===== src/rtl/uart_tx_frame_if.sv =====
// ----------------------------------------------------------------------------
// uart_tx_frame_if
// Request/line bundle between a UART TX client and uart_tx_frame.
//   i_Tx_DV     : one-cycle request strobe (client -> transmitter)
//   i_Tx_Byte   : word to send, DATA_BITS wide, LSB first on the line
//   o_Tx_Ready  : transmitter idle, will accept i_Tx_DV
//   o_Tx_Active : frame currently on the line
//   o_Tx_Serial : serial line, idle high
//   o_Tx_Done   : one-cycle pulse at end of frame
// Modports: master = client side, slave = transmitter side.
// ----------------------------------------------------------------------------
interface uart_tx_frame_if #(
  parameter int DATA_BITS = 8
);
  logic                 i_Tx_DV;
  logic [DATA_BITS-1:0] i_Tx_Byte;
  logic                 o_Tx_Ready;
  logic                 o_Tx_Active;
  logic                 o_Tx_Serial;
  logic                 o_Tx_Done;

  modport master (
    output i_Tx_DV, i_Tx_Byte,
    input  o_Tx_Ready, o_Tx_Active, o_Tx_Serial, o_Tx_Done
  );

  modport slave (
    input  i_Tx_DV, i_Tx_Byte,
    output o_Tx_Ready, o_Tx_Active, o_Tx_Serial, o_Tx_Done
  );
endinterface


===== src/rtl/uart_tx_frame.sv =====
// ----------------------------------------------------------------------------
// uart_tx_frame
// Parametrised UART transmitter: one word per i_Tx_DV request is sent as
// start bit, DATA_BITS data bits (LSB first), optional parity bit and
// STOP_BITS stop bits, each bit held for CLKS_PER_BIT clocks.
//
// Ports:
//   i_Clock : system clock, rising edge
//   i_Reset : asynchronous active-high reset
//   io_Tx   : uart_tx_frame_if.slave (i_Tx_DV, i_Tx_Byte in;
//             o_Tx_Ready, o_Tx_Active, o_Tx_Serial, o_Tx_Done out)
//
// Optional feature macro: UART_TX_PARITY_EN
//   defined   -> parity bit after the data bits (even, or odd if PARITY_ODD=1)
//   undefined -> no parity state or logic, PARITY_ODD is ignored
// ----------------------------------------------------------------------------
module uart_tx_frame #(
  parameter int CLKS_PER_BIT = 16,
  parameter int DATA_BITS    = 8,
  parameter int STOP_BITS    = 1,
  parameter bit PARITY_ODD   = 1'b0
) (
  input  logic             i_Clock,
  input  logic             i_Reset,
  uart_tx_frame_if.slave   io_Tx
);

  localparam int STOP_CLKS = STOP_BITS * CLKS_PER_BIT;
  // One counter serves both single-bit and whole-stop-period timing.
  localparam int CNT_W = $clog2(STOP_CLKS);
  localparam int IDX_W = $clog2(DATA_BITS);
  localparam logic [CNT_W-1:0] BIT_LAST  = CNT_W'(CLKS_PER_BIT - 1);
  localparam logic [CNT_W-1:0] STOP_LAST = CNT_W'(STOP_CLKS - 1);
  localparam logic [IDX_W-1:0] IDX_LAST  = IDX_W'(DATA_BITS - 1);

`ifdef UART_TX_PARITY_EN
  typedef enum logic [2:0] {
    s_IDLE          = 3'd0,
    s_TX_START_BIT  = 3'd1,
    s_TX_DATA_BITS  = 3'd2,
    s_TX_PARITY_BIT = 3'd3,
    s_TX_STOP_BIT   = 3'd4,
    s_CLEANUP       = 3'd5
  } t_state;
`else
  typedef enum logic [2:0] {
    s_IDLE          = 3'd0,
    s_TX_START_BIT  = 3'd1,
    s_TX_DATA_BITS  = 3'd2,
    s_TX_STOP_BIT   = 3'd4,
    s_CLEANUP       = 3'd5
  } t_state;
`endif

  t_state               r_State,     w_State;
  logic [CNT_W-1:0]     r_Clk_Count, w_Clk_Count;
  logic [IDX_W-1:0]     r_Bit_Index, w_Bit_Index;
  logic [DATA_BITS-1:0] r_Data,      w_Data;
  logic                 r_Tx_Serial, w_Tx_Serial;
  logic                 r_Tx_Active, w_Tx_Active;
  logic                 r_Tx_Done,   w_Tx_Done;

`ifdef UART_TX_PARITY_EN
  // Taken from the latched word so mid-frame i_Tx_Byte changes cannot leak in.
  logic w_Parity;
  assign w_Parity = (^r_Data) ^ PARITY_ODD;
`endif

  always_ff @(posedge i_Clock or posedge i_Reset) begin
    if (i_Reset) begin
      r_State     <= s_IDLE;
      r_Clk_Count <= '0;
      r_Bit_Index <= '0;
      r_Data      <= '0;
      r_Tx_Serial <= 1'b1;
      r_Tx_Active <= 1'b0;
      r_Tx_Done   <= 1'b0;
    end else begin
      r_State     <= w_State;
      r_Clk_Count <= w_Clk_Count;
      r_Bit_Index <= w_Bit_Index;
      r_Data      <= w_Data;
      r_Tx_Serial <= w_Tx_Serial;
      r_Tx_Active <= w_Tx_Active;
      r_Tx_Done   <= w_Tx_Done;
    end
  end

  // The line value is decided together with the state transition so that
  // o_Tx_Serial is registered and changes exactly on bit boundaries.
  always_comb begin
    w_State     = r_State;
    w_Clk_Count = r_Clk_Count;
    w_Bit_Index = r_Bit_Index;
    w_Data      = r_Data;
    w_Tx_Serial = r_Tx_Serial;
    w_Tx_Active = r_Tx_Active;
    w_Tx_Done   = 1'b0;

    case (r_State)
      s_IDLE: begin
        w_Tx_Serial = 1'b1;
        w_Tx_Active = 1'b0;
        w_Clk_Count = '0;
        w_Bit_Index = '0;
        if (io_Tx.i_Tx_DV) begin
          w_Data      = io_Tx.i_Tx_Byte;
          w_Tx_Serial = 1'b0;
          w_Tx_Active = 1'b1;
          w_State     = s_TX_START_BIT;
        end
      end

      s_TX_START_BIT: begin
        if (r_Clk_Count == BIT_LAST) begin
          w_Clk_Count = '0;
          w_Bit_Index = '0;
          w_Tx_Serial = r_Data[0];
          w_State     = s_TX_DATA_BITS;
        end else begin
          w_Clk_Count = r_Clk_Count + 1'b1;
        end
      end

      s_TX_DATA_BITS: begin
        if (r_Clk_Count == BIT_LAST) begin
          w_Clk_Count = '0;
          if (r_Bit_Index == IDX_LAST) begin
`ifdef UART_TX_PARITY_EN
            w_Tx_Serial = w_Parity;
            w_State     = s_TX_PARITY_BIT;
`else
            w_Tx_Serial = 1'b1;
            w_State     = s_TX_STOP_BIT;
`endif
          end else begin
            w_Bit_Index = r_Bit_Index + 1'b1;
            w_Tx_Serial = r_Data[w_Bit_Index];
          end
        end else begin
          w_Clk_Count = r_Clk_Count + 1'b1;
        end
      end

`ifdef UART_TX_PARITY_EN
      s_TX_PARITY_BIT: begin
        if (r_Clk_Count == BIT_LAST) begin
          w_Clk_Count = '0;
          w_Tx_Serial = 1'b1;
          w_State     = s_TX_STOP_BIT;
        end else begin
          w_Clk_Count = r_Clk_Count + 1'b1;
        end
      end
`endif

      s_TX_STOP_BIT: begin
        if (r_Clk_Count == STOP_LAST) begin
          w_Clk_Count = '0;
          w_Tx_Serial = 1'b1;
          w_Tx_Active = 1'b0;
          w_Tx_Done   = 1'b1;
          w_State     = s_CLEANUP;
        end else begin
          w_Clk_Count = r_Clk_Count + 1'b1;
        end
      end

      s_CLEANUP: begin
        w_Tx_Serial = 1'b1;
        w_Tx_Active = 1'b0;
        w_State     = s_IDLE;
      end

      default: begin
        w_State     = s_IDLE;
        w_Clk_Count = '0;
        w_Bit_Index = '0;
        w_Tx_Serial = 1'b1;
        w_Tx_Active = 1'b0;
      end
    endcase
  end

  assign io_Tx.o_Tx_Serial = r_Tx_Serial;
  assign io_Tx.o_Tx_Active = r_Tx_Active;
  assign io_Tx.o_Tx_Done   = r_Tx_Done;
  assign io_Tx.o_Tx_Ready  = (r_State == s_IDLE);

endmodule


===== src/flat_wrapper.sv =====
// flat-port wrapper written by rule: the top's interface ports become plain ports
module uart_tx_frame_flat 
#(
  parameter int CLKS_PER_BIT = 16,
  parameter int DATA_BITS    = 8,
  parameter int STOP_BITS    = 1,
  parameter bit PARITY_ODD   = 1'b0
)
  (i_Clock, i_Reset, io_Tx_i_Tx_DV, io_Tx_i_Tx_Byte, io_Tx_o_Tx_Ready, io_Tx_o_Tx_Active, io_Tx_o_Tx_Serial, io_Tx_o_Tx_Done);
  uart_tx_frame_if #(.DATA_BITS(DATA_BITS)) io_Tx_i ();
  input  logic i_Clock;
  input  logic i_Reset;
  input wire logic [$bits(io_Tx_i.i_Tx_DV)-1:0] io_Tx_i_Tx_DV;
  input wire logic [$bits(io_Tx_i.i_Tx_Byte)-1:0] io_Tx_i_Tx_Byte;
  output wire logic [$bits(io_Tx_i.o_Tx_Ready)-1:0] io_Tx_o_Tx_Ready;
  output wire logic [$bits(io_Tx_i.o_Tx_Active)-1:0] io_Tx_o_Tx_Active;
  output wire logic [$bits(io_Tx_i.o_Tx_Serial)-1:0] io_Tx_o_Tx_Serial;
  output wire logic [$bits(io_Tx_i.o_Tx_Done)-1:0] io_Tx_o_Tx_Done;
  assign io_Tx_i.i_Tx_DV = io_Tx_i_Tx_DV;
  assign io_Tx_i.i_Tx_Byte = io_Tx_i_Tx_Byte;
  assign io_Tx_o_Tx_Ready = io_Tx_i.o_Tx_Ready;
  assign io_Tx_o_Tx_Active = io_Tx_i.o_Tx_Active;
  assign io_Tx_o_Tx_Serial = io_Tx_i.o_Tx_Serial;
  assign io_Tx_o_Tx_Done = io_Tx_i.o_Tx_Done;
  uart_tx_frame #(.CLKS_PER_BIT(CLKS_PER_BIT), .DATA_BITS(DATA_BITS), .STOP_BITS(STOP_BITS), .PARITY_ODD(PARITY_ODD)) u_core (.i_Clock(i_Clock), .i_Reset(i_Reset), .io_Tx(io_Tx_i));
endmodule

===== config.mk =====
export PLATFORM = sky130hd
export DESIGN_NAME = uart_tx_frame_flat
export DESIGN_NICKNAME = d
export VERILOG_FILES = /design/src/rtl/uart_tx_frame_if.sv /design/src/rtl/uart_tx_frame.sv /design/src/flat_wrapper.sv
export SDC_FILE = /design/constraint.sdc
export NUM_CORES = 1
export LEC_CHECK = 0
export BUFFER_PORTS_ARGS = -buffer_cell sky130_fd_sc_hd__buf_2
export CORE_ASPECT_RATIO = 0.75
export CORE_MARGIN = 4
export CORE_UTILIZATION = 60
export CTS_CLUSTER_DIAMETER = 80
export CTS_CLUSTER_SIZE = 16
export DETAILED_ROUTE_END_ITERATION = 10
export GPL_TIMING_DRIVEN = 0
export PLACE_DENSITY = 0.81
export RECOVER_POWER = 50
export SLEW_MARGIN = 5
export SYNTH_ARGS = -nofsm -noshare
export SYNTH_HDL_FRONTEND = slang
export SYNTH_SLANG_ARGS = --single-unit

===== constraint.sdc =====
create_clock -name i_Clock -period 4.7 [get_ports i_Clock]
set_input_delay 0.235 -clock i_Clock [delete_from_list [all_inputs] [get_ports i_Clock]]
set_output_delay 0.235 -clock i_Clock [all_outputs]
set_load 0.02 [all_outputs]

==> results.md, run 1 <==
- Status: complete, no violations
- I/O Buffers: 14
- TritonCTS clock tree: yes
- Area after DPL: approximately 1300 µm²
- Actual transition at the worst max-transition pin: 778.9 ps
- Post-Route WL: 2.595 mm
- Yosys top cell by area: dfrtp_1
- Htree depth: 1
- Top post-synthesis cells by area: dfrtp_1 42%, mux2_2 10%, mux4_1 4.4%
- Share of cells above drive strength 1: 29.55%
- Die H: ~47 µm
- Yosys Warn Count: 0
- Worst Path Required: 4940 ps
- Post_cts resized: 0
- Clk sinks: 21
- Min-delay worst type: in -> async
- Avg Cell Area, Syn: between 10 and 15 µm²
- Final design utilization: 73.25%
- DIE AREA: 2787 µm²
- F_max: 475.3 MHz
- Final setup fails: 0
- Core footprint: 1805 µm²
- Tmin final: 2104 ps
- Slew HR: around half
- Antenna cells: 0
- Initial Util: approximately 66%
- Top cell type's share of synthesized area: between 40% and 50%
- Wire per inst: 16.85 µm
- Sequential area share after synthesis: 43.90%
- CP Launch Type: register
- Synthesized area: between 1000 and 1500 µm²
- Final #Nets: approximately 150
- Clk buf depth: 2
- Setup CP Type: reg -> reg
- TritonCTS buffer count: 3
- Fin Setup TNS: 0 ps
- Clock root cell: clkbuf_4
- VDD IR-drop max: 0.0003622 V
- CTS clk-pin slew, worst paths: 120 ps
- Register bit total from synthesis: 21
- Largest net degree at the start of global routing: 22
- CP Capture Type: register
- Area Growth Syn to Fin: 10.22%
- Syn_nets: roughly 130
- CP arrival: 2340 ps
- Vias in the first global route: a little over 900
- Slew Viols, Final: 0
- Setup Skew: 7.649 ps
- Unique masters post-synth: 37
- GRT overflow: 0
- 1st-pass router iterations: 5
- Post-CTS Hold Fix Bufs: 0
- Chip width: approximately 60 µm
- Via count: 971
- PD cells: 539.6 nW/µm²
- Iter 0 DRT Violations: 32
- Detail Placement HPWL: between 1.5 and 2 mm
- DRC violations left: 0
- Std-Cell Rows: 13
- Total Power: 713.7 µW
- Crit path max fanout: 3
- Tot GR Track Use: 20.73%
- Most common cell after layout, fill and taps aside: dfrtp_1
- Mapped Cells: roughly 110
- Placer Congestion: ~0.83
- Clk Latency, worst-skew pair: 310 ps
- Period utilisation layout: 44.77%
- R2R Setup Slk: 2600 ps
- Antenna-violating nets left: 0
- Commonest non-fill, non-tap cells in the layout: 20 x dfrtp_1, 16 x buf_2, 11 x mux2_2
- Cell area after layout: 1323 µm²
- First-pass GRT wire length: 4.195 mm
- IO Count: 15
- # Post-CTS Setup Buffers: 0
- Hold Vio Cnt, Final: 0
- RSZ-0062 raised after global routing: no
- Leakage: 0.0005925 µW
- Routed vias/inst: 6.305
- Initial antenna violation count: 0
- Max cap viols: 0
==> power by group <==
| group | internal [µW] | switching [µW] |
|---|---|---|
| clock network | 31.8 | 56.9 |
| logic | 152 | 175 |
| registers | 250 | 48.2 |
| total | 434 | 280 |
==> logic make-up (layout without fill, tap and decap cells) <==
group	after synthesis	after routing	share of synthesized area [%]
fa+ha+maj	3	3	3.129
xor+xnor	1	1	0.7301
flops	21	21	43.90
compound gates	23	23	13.04
simple gates	38	38	17.41
mux	15	15	16.37
buf+inv	13	31	5.422
==> worst paths after layout <==
| path | from | end | depth (start not counted) |
|---|---|---|---|
| min reg2reg | u_core.r_Bit_Index[1] | u_core.r_Bit_Index[1] | 1 |
| max | u_core.r_Bit_Index[0] | u_core.io_Tx.o_Tx_Serial | 6 |
| max reg2reg | u_core.r_Bit_Index[0] | u_core.io_Tx.o_Tx_Serial | 6 |
| min | i_Reset | u_core.r_Data[7] | 2 |
| max in group asynchronous | i_Reset | u_core.io_Tx.o_Tx_Active | 2 |
| min in group i_Clock | io_Tx_i_Tx_Byte[7] | u_core.r_Data[7] | 2 |
==> sequential cells by signal (all words and copies together) (netlist names) <==
signal	flops
u_core.io_Tx.o_Tx_Active	1
u_core.io_Tx.o_Tx_Done	1
u_core.io_Tx.o_Tx_Serial	1
u_core.r_Bit_Index	3
u_core.r_Clk_Count	4
u_core.r_Data	8
u_core.r_State	3
==> worst max-delay path: stages (launching register included) <==
cell and delay [ps]:
dfrtp_1 430, ha_1 220, ha_1 340, mux4_1 570, mux2_2 290, o211ai_2 80
o41ai_2 100
==> cell usage after synthesis <==
library cell and instances:
and2_1 2, o211ai_2 1, nor2b_1 1, mux2_2 11, inv_1 4, o221ai_1 1
nand4_1 2, a22o_2 1, mux4_1 2, xnor2_1 1, buf_6 1, nand4b_1 1
and4b_1 1, and3_1 2, or3_1 1, dfstp_2 1, dfrtp_1 20, nand3_1 3
buf_4 1, a31oi_1 1, a21oi_1 7, o21ai_0 7, ha_1 3, nor3_1 4
a311o_1 1, o22ai_1 1, buf_2 4, o41ai_2 1, nand2_1 10, nor3b_4 1
nor4_1 1, nor3b_2 1, a22o_1 1, mux2i_1 2, nor2_1 8, a211oi_1 1
clkbuf_1 3
==> per-layer routing <==
| metal | global-route usage (%) | vias up | wire length (µm) |
|---|---|---|---|
| li1 | - | 452 | - |
| met1 | 27.77 | 463 | 1155 |
| met2 | 32.03 | 49 | 1191 |
| met3 | 6.593 | 7 | 206 |
| met4 | 7.965 | 0 | 42 |
| met5 | 0 | - | 0 |
==> through the flow <==
| step | instances | setup WS [ps] | hold slack (ps) |
|---|---|---|---|
| 6_report | 154 | 2596 | 42.41 |
| 2_1_floorplan | 114 | 2782 | 210.8 |
| 4_1_cts | 154 | 2633 | 65.79 |
| 5_1_grt | 154 | 2574 | 83.90 |
| 3_5_place_dp | 150 | 2647 | 420.9 |
| 3_3_place_gp | 150 | 2689 | 408.0 |
==> final cells by class <==
class                      instances  area (µm²)
timing repair buffer              14       67.56
clock inverter                     1       5.005
clock buffer                       3       22.52
buffer                             9       50.05
fill                             126       483.0
multi-input combinational         80       608.1
tap                               22       27.53
inverter                           4       15.01
sequential                        21       526.8
No activity file was read; power rests on OpenSTA's default activity.
==> run 2: changes to the inputs <==
ABC_AREA = 1   (was unset)
CORE_UTILIZATION = 55   (was 60)
PLACE_DENSITY = 0.76   (was 0.81)
clock period = 2 ns   (was 4.7 ns; I/O delays follow)
==> run 2 against run 1 <==
Combinational power is 94% lower. Sequential power is 42% higher. First-iteration DRC count is 53% higher. Area after synthesis is 7.7% lower. Clock skew hardly changed. Cell count is 13% higher.
==> results.md, run 2 <==
- Status: complete, no violations
- CP Launch Type: register
- TritonCTS buffer count: 3 (unchanged)
- Avg Cell Area, Syn: 8.326 µm² (-21%)
- CTS clk-pin slew, worst paths: 110 ps (about the same)
- Largest net degree at the start of global routing: 22 (unchanged)
- Fin Setup TNS: 0 ps (unchanged)
- Post-synthesis simple-gate area fraction: 28.02% (+11 points)
- Fillers: 161 (+28%)
- Iter 0 DRT Violations: 49 (+53%)
- Worst setup path end: u_core.io_Tx.o_Tx_Serial
- Setup ws final: 475.4 ps (-2121 ps)
- Syn_nets: 147 (+15%)
- GRT overflow: 0 (unchanged)
- Reg2reg end: u_core.io_Tx.o_Tx_Serial
- Synth Area in Compound Gates: 9.492% (-3.5 points)
- Die H: 46.86 µm (+0.28%)
- Setup Skew: 7.247 ps (-0.4027 ps)
- Initial Util: 60.78% (-5.7 points)
- DRC violations left: 0 (unchanged)
- CP Capture Type: register
- First-pass GRT wire length: 3.912 mm (-6.7%)
- Max cap viols: 0 (unchanged)
- VDD IR-drop max: 0.0004602 V (+27%)
- Most frequent cell after synthesis: nand2_1
- Final #Nets: 167 (+14%)
- Core footprint: 1822 µm² (+0.90%)
- Via count: 902 (-7.1%)
- Number of synthesized flops with an enable pin: 0 (unchanged)
- Mapped Cells: 133 (+17%)
- Setup CP Type: reg -> reg
- Slew HR: 48.78% (+0.76 points)
- Wire per inst: 12.51 µm (-26%)
- Area Growth Syn to Fin: 11.41%
- DIE AREA: 2803 µm² (+0.57%)
- R2R Setup Slk: 480 ps (-2120 ps)
- Detail Placement HPWL: 1.717 mm (-11%)
- Placer Congestion: 0.7762 (-6.1%)
- Cell area after layout: 1234 µm² (-6.7%)
- 1st-pass router iterations: 6 (+1)
- Area after DPL: 1205 µm² (-7.1%)
- CP arrival: 1760 ps (-580 ps)
- Unique masters post-synth: 22 (-41%)
- WHS Path Cells: 3
- Main combinational cell family by area after synthesis: simple AND/OR/NAND/NOR gates
- Top post-synthesis cells by area: dfrtp_1 45%, nand2_1 9.5%, inv_1 6.1%
- Tot GR Track Use: 18.91% (-1.8 points)
- Crit path max fanout: 6 (+3)
- I/O Buffers: 14 (unchanged)
- Max FFs per register: 8 (unchanged)
- FF-to-FF Start: u_core.r_Clk_Count[0]
- Clk sinks: 21 (unchanged)
- Synth Flop Type: dfrtp_1
- Yosys Warn Count: 0 (unchanged)
- Most common cell after layout, fill and taps aside: nand2_1
- Period utilisation layout: 76.23% (+31 points)
- Commonest cells post-synth: 28 x nand2_1, 20 x dfrtp_1, 18 x inv_1, 12 x nor2_1, 11 x nand3_1
- Register bit total from synthesis: 21 (unchanged)
- Htree depth: 1 (unchanged)
- Share of cells above drive strength 1: 21.05% (-8.5 points)
- Initial antenna violation count: 0 (unchanged)
- Top cell type's share of synthesized area: 45.20% (+3.5 points)
- F_max: 655.9 MHz (+38%)
- Biggest regs: u_core.r_Data (8), u_core.r_Clk_Count (4)
- Clock root cell: clkbuf_4
- Mux contribution to synthesized area: 1.356% (-15 points)
- Commonest non-fill, non-tap cells in the layout: 28 x nand2_1, 20 x dfrtp_1, 18 x inv_1
- TritonCTS clock tree: yes
- Antenna-violating nets left: 0 (unchanged)
- Placement Setup Slack: 635.5 ps (-2012 ps)
- Std-Cell Rows: 13 (unchanged)
- Min-delay worst type: in -> reg
- Worst R2R Path Depth: 6 (unchanged)
- Hold Vio Cnt, Final: 0 (unchanged)
- Worst Path Required: 2230 ps (-2710 ps)
- Yosys top cell by area: dfrtp_1
- Synthesized area: 1107 µm² (-7.7%)
- Xor and xnor area share after synthesis: 1.582% (+0.85 points)
- Antenna cells: 0 (unchanged)
- IO Count: 15 (unchanged)
- Clk buf depth: 2 (unchanged)
- Vias in the first global route: 907 (-0.11%)
- Chip width: 59.81 µm (+0.29%)
- Actual transition at the worst max-transition pin: 767.5 ps (-11.39 ps)
- Largest Register: u_core.r_Data
- Synth Area in Adders: 3.390% (+0.26 points)
- Post-Route WL: 2.176 mm (-16%)
- Leakage: 0.0006663 µW (+12%)
- Sequential area share after synthesis: 47.57% (+3.7 points)
- Worst setup path startpoint: u_core.r_Clk_Count[0]
- Slew Viols, Final: 0 (unchanged)
- Tmin final: 1525 ps (-579.4 ps)
- # Post-CTS Setup Buffers: 0 (unchanged)
- Final setup fails: 0 (unchanged)
- Asr flop ratio synth: 100.0% (unchanged)
- Clk Latency, worst-skew pair: 300 ps (about the same)
- RSZ-0062 raised after global routing: no
- Routed vias/inst: 5.184 (-18%)
- PD cells: 522.5 nW/µm² (-3.2%)
run 2: cell types whose count changed after synthesis, sizes merged, moves of 3 or more:
cell	before	now
nand2	10	32
a21oi	7	10
buf	6	1
mux2	11	1
inv	4	21
nand3	3	15
nor2	8	15
nor3	4	0
run 2: cell type report:
class | instances | area, µm² | share of cell area (%)
clock buffers | 4 | 26.28 | 2.130
flip-flops and latches | 21 | 526.8 | 42.70
plain buffers | 2 | 16.27 | 1.318
inverters | 21 | 78.83 | 6.389
multi-input cells | 89 | 480.5 | 38.95
repair buffers | 15 | 77.57 | 6.288
well taps | 22 | 27.53 | 2.231
run 2: worst min path at each step:
stage | end | start | slack (ps)
after floorplan | u_core.io_Tx.o_Tx_Active | i_Reset | 80
after global placement | u_core.io_Tx.o_Tx_Done | i_Reset | 270
after CTS | u_core.r_Data[5] | io_Tx_i_Tx_Byte[5] | 30
after detailed placement | u_core.io_Tx.o_Tx_Done | i_Reset | 280
after global routing | u_core.r_Data[5] | io_Tx_i_Tx_Byte[5] | 40
final | u_core.r_Data[3] | io_Tx_i_Tx_Byte[3] | 30
run 2: kinds of logic (layout without fill, tap and decap cells):
kind of cell	after synthesis	after routing
multiplexers	1	1
buffers and inverters	23	42
adder cells (fa/ha/maj)	3	3
AO/OA/AOI/OAI	20	20
AND/OR/NAND/NOR	63	63
flip-flops	21	21
XOR/XNOR	2	2
run 2: timing repair:
| item | in CTS | in global routing |
|---|---|---|
| hold endpoints to repair | 20 | 0 |
| hold buffers | 1 | 0 |
| resized for setup | 0 | 0 |
run 2: critical path, stage by stage, from the launching register on:
cell	delay (ps)
dfrtp_1	430
ha_1	230
nand3_1	260
nand3_1	180
nand3_2	160
nor2_1	60
a21oi_1	160
run 2: metal layers:
metal	part of all wire (%)	vias up	track usage (%)	wire length (µm)
met5	0	-	0	0
met4	0.92	0	4.425	20
met3	6.0	4	5.220	131
met2	44	22	30.82	966
met1	49	417	25.43	1058
li1	-	459	-	-
run 2: through the flow:
step	std cells	hold WS [ps]	power, µW	util (%)
final	174	34.69	644.6	67.72
after CTS	174	32.97	653.3	68.13
after global placement	169	274.6	451.3	66.14
after detailed placement	169	281.0	452.0	66.14
after floorplan	133	75.79	439.5	-
after global routing	174	39.91	670.9	67.72
run 2: power by group:
group	total [µW]	switching, µW	internal (µW)	leakage (µW)
registers	424	0	424	0.000234
logic	19.9	11.6	8.35	0.000418
clock network	200	122	77.9	0.0000150
total	645	134	511	0.000666
==> run 3: changes to the inputs <==
CORE_UTILIZATION = 50   (was 55)
PLACE_DENSITY = 0.73   (was 0.76)
clock period = 1.3 ns   (was 2 ns; I/O delays follow)
==> run 3 against run 2 <==
Sequential share of layout area down 6.1 points. Utilization up 3.1 points. Cell count up 7.5%. Clock power up 58%. Die area up 8.4%. Combinational power up 140%. Global-route usage down 1.5 points. Largest cell class is now multi-input combinational cells. Register-to-register slack worse by 450 ps. Hold slack worse by 17 ps. Wire length up 17%.
==> results.md, run 3 (synthesis results as in run 2) <==
- CP Capture Type: register
- Initial Util: 54.03% (-6.8 points)
- Antenna-violating nets left: 0 (unchanged)
- Crit-path slowest cell: dfrtp_1
- CP Launch Type: register
- WP buf/inv: 1 (+1)
- Setup CP Type: reg -> reg
- VDD IR-drop max: 0.0006301 V (+37%)
- Placed cell count: 171 (+1.2%)
- Final #Nets: 178 (+6.6%)
- Commonest non-fill, non-tap cells in the layout: 26 x nand2_1, 17 x inv_1, 16 x dfrtp_1
- WL met3: 125 µm (-4.6%)
- Largest net degree at the start of global routing: 22 (unchanged)
- TritonCTS clock tree: yes
- Tot GR Track Use: 17.40% (-1.5 points)
- Period utilisation layout: 98.31% (+22 points)
- Antenna cells: 0 (unchanged)
- F_max: 782.5 MHz (+19%)
- Via count: 977 (+8.3%)
- GRT overflow: 0 (unchanged)
- Detail Placement HPWL: 1.695 mm (-1.3%)
- Cell area after layout: 1451 µm² (+18%)
- DRC violations left: 0 (unchanged)
- DIE AREA: 3039 µm² (+8.4%)
- CP arrival: 1490 ps (-270 ps)
- Iter 0 DRT Violations: 29 (-41%)
- Clk Latency, worst-skew pair: 310 ps (about the same)
- Post-Route WL: 2.538 mm (+17%)
- Clk buf depth: 2 (unchanged)
- Clock root cell: clkbuf_4
- RSZ-0062 raised after global routing: yes
- Biggest regs: u_core.r_Data (8), u_core.r_Clk_Count (4)
- Tmin final: 1278 ps (-246.6 ps)
- Worst Path Required: 1510 ps (-720 ps)
- I/O Buffers: 14 (unchanged)
- Placer Congestion: 0.7766 (about the same)
- First-pass GRT wire length: 4.195 mm (+7.2%)
- IO Count: 15 (unchanged)
- Slew HR: 47.22% (-1.6 points)
- Die H: 48.76 µm (+4.0%)
- Std-Cell Rows: 14 (+1)
- Most common cell after layout, fill and taps aside: nand2_1
- Area Growth Syn to Fin: 31.07%
- Fillers: 159 (-1.2%)
- Crit path max fanout: 3 (-3)
- Max FFs per register: 8 (unchanged)
- Routed vias/inst: 5.225 (+0.78%)
- TritonCTS buffer count: 3 (unchanged)
- Actual transition at the worst max-transition pin: 790.8 ps (+23.36 ps)
- Min-delay worst type: in -> reg
- Core footprint: 2049 µm² (+13%)
- CTS clk-pin slew, worst paths: 110 ps (about the same)
- Largest stage delay on the critical path: 400 ps (-30 ps)
- Hold Vio Cnt, Final: 0 (unchanged)
- Dominant delay contributor by cell family on the critical path: flip-flops
- Clk sinks: 21 (unchanged)
- Leakage: 0.0007162 µW (+7.5%)
- Wire per inst: 13.57 µm (+8.5%)
- CP cell instances: ha_2 > ha_4 > o21ai_0 > a21oi_1 > o21ai_2 > inv_1
- Chip width: 62.34 µm (+4.2%)
- Largest Register: u_core.r_Data
- Non-Filler Instances: 187 (+7.5%)
- Initial antenna violation count: 0 (unchanged)
- Setup ws final: 22.02 ps (-453.4 ps)
- R2R Setup Slk: 20 ps (-450 ps)
- Status: complete, no violations
- PD cells: 700.3 nW/µm² (+34%)
- Setup Skew: 6.161 ps (-1.086 ps)
- Slew Viols, Final: 0 (unchanged)
- Max cap viols: 0 (unchanged)
- M1 WL: 1.180 mm (+12%)
- Final setup fails: 0 (unchanged)
- Placement Setup Slack: -84.16 ps (-719.7 ps)
- Share of cells above drive strength 1: 33.13% (+12 points)
- Top routing layer in use: met4
- Area after DPL: 1207 µm² (+0.21%)
- Htree depth: 1 (unchanged)
- Met2 routed WL: 1.197 mm (+24%)
- 1st-pass router iterations: 4 (-2)
- Vias in the first global route: 898 (-0.99%)
## run 3: tightest hold or removal path, cell delays in order
cell and delay (ps):
buf_2 80, nor2_1 30, a21oi_1 110
## run 3: area by class of cell
| class | instances | area (µm²) | share of cell area (%) |
|---|---|---|---|
| clock buffers | 4 | 26.28 | 1.810 |
| well taps | 24 | 30.03 | 2.069 |
| repair buffers | 26 | 183.9 | 12.67 |
| flip-flops and latches | 21 | 531.8 | 36.64 |
| plain buffers | 2 | 16.27 | 1.121 |
| multi-input cells | 89 | 581.8 | 40.09 |
| inverters | 21 | 81.33 | 5.603 |
## run 3: per-stage QoR
step / setup TNS (ps) / power, µW / hold WS, ps / utilization (%)
after CTS: 0 / 1031 / 2.350 / 67.52
after detailed placement: -329.3 / 695.0 / 248.2 / 58.91
after global placement: -130.7 / 694.3 / 236.8 / 58.91
after global routing: -174.4 / 1073 / 41.20 / 70.82
final: 0 / 1016 / 17.99 / 70.82
after floorplan: 0 / 676.1 / 40.79 / -
## run 3: layer usage
layer / vias up / global-route usage (%)
met1: 465 / 23.43
met5: - / 0
met3: 5 / 5.324
met2: 27 / 26.38
li1: 480 / -
met4: 0 / 6.360
## run 3: worst paths after layout
path | startpoint | endpoint | cells after the start
min reg2reg | u_core.r_Data[2] | u_core.r_Data[2] | 2
max in group asynchronous | i_Reset | u_core.r_Clk_Count[0] | 3
max | u_core.r_Bit_Index[0] | u_core.r_State[2] | 6
max reg2reg | u_core.r_Bit_Index[0] | u_core.r_State[2] | 6
min | io_Tx_i_Tx_Byte[7] | u_core.r_Data[7] | 3
min in group asynchronous | i_Reset | u_core.r_Data[5] | 3
## run 3: report_power, final
group	switching [µW]	internal, µW
Clock	196	120
Sequential	0	653
Combinational	20.7	26.5
Total	217	800
## run 3: what timing repair did
| item | in CTS | in global routing |
|---|---|---|
| buffers inserted | 3 | 1 |
| pin swaps | 3 | 7 |
| hold buffers | 8 | 0 |
| gates resized for setup | 9 | 18 |
| setup endpoints to repair | 9 | 11 |
| endpoints found under the hold margin | 27 | 0 |
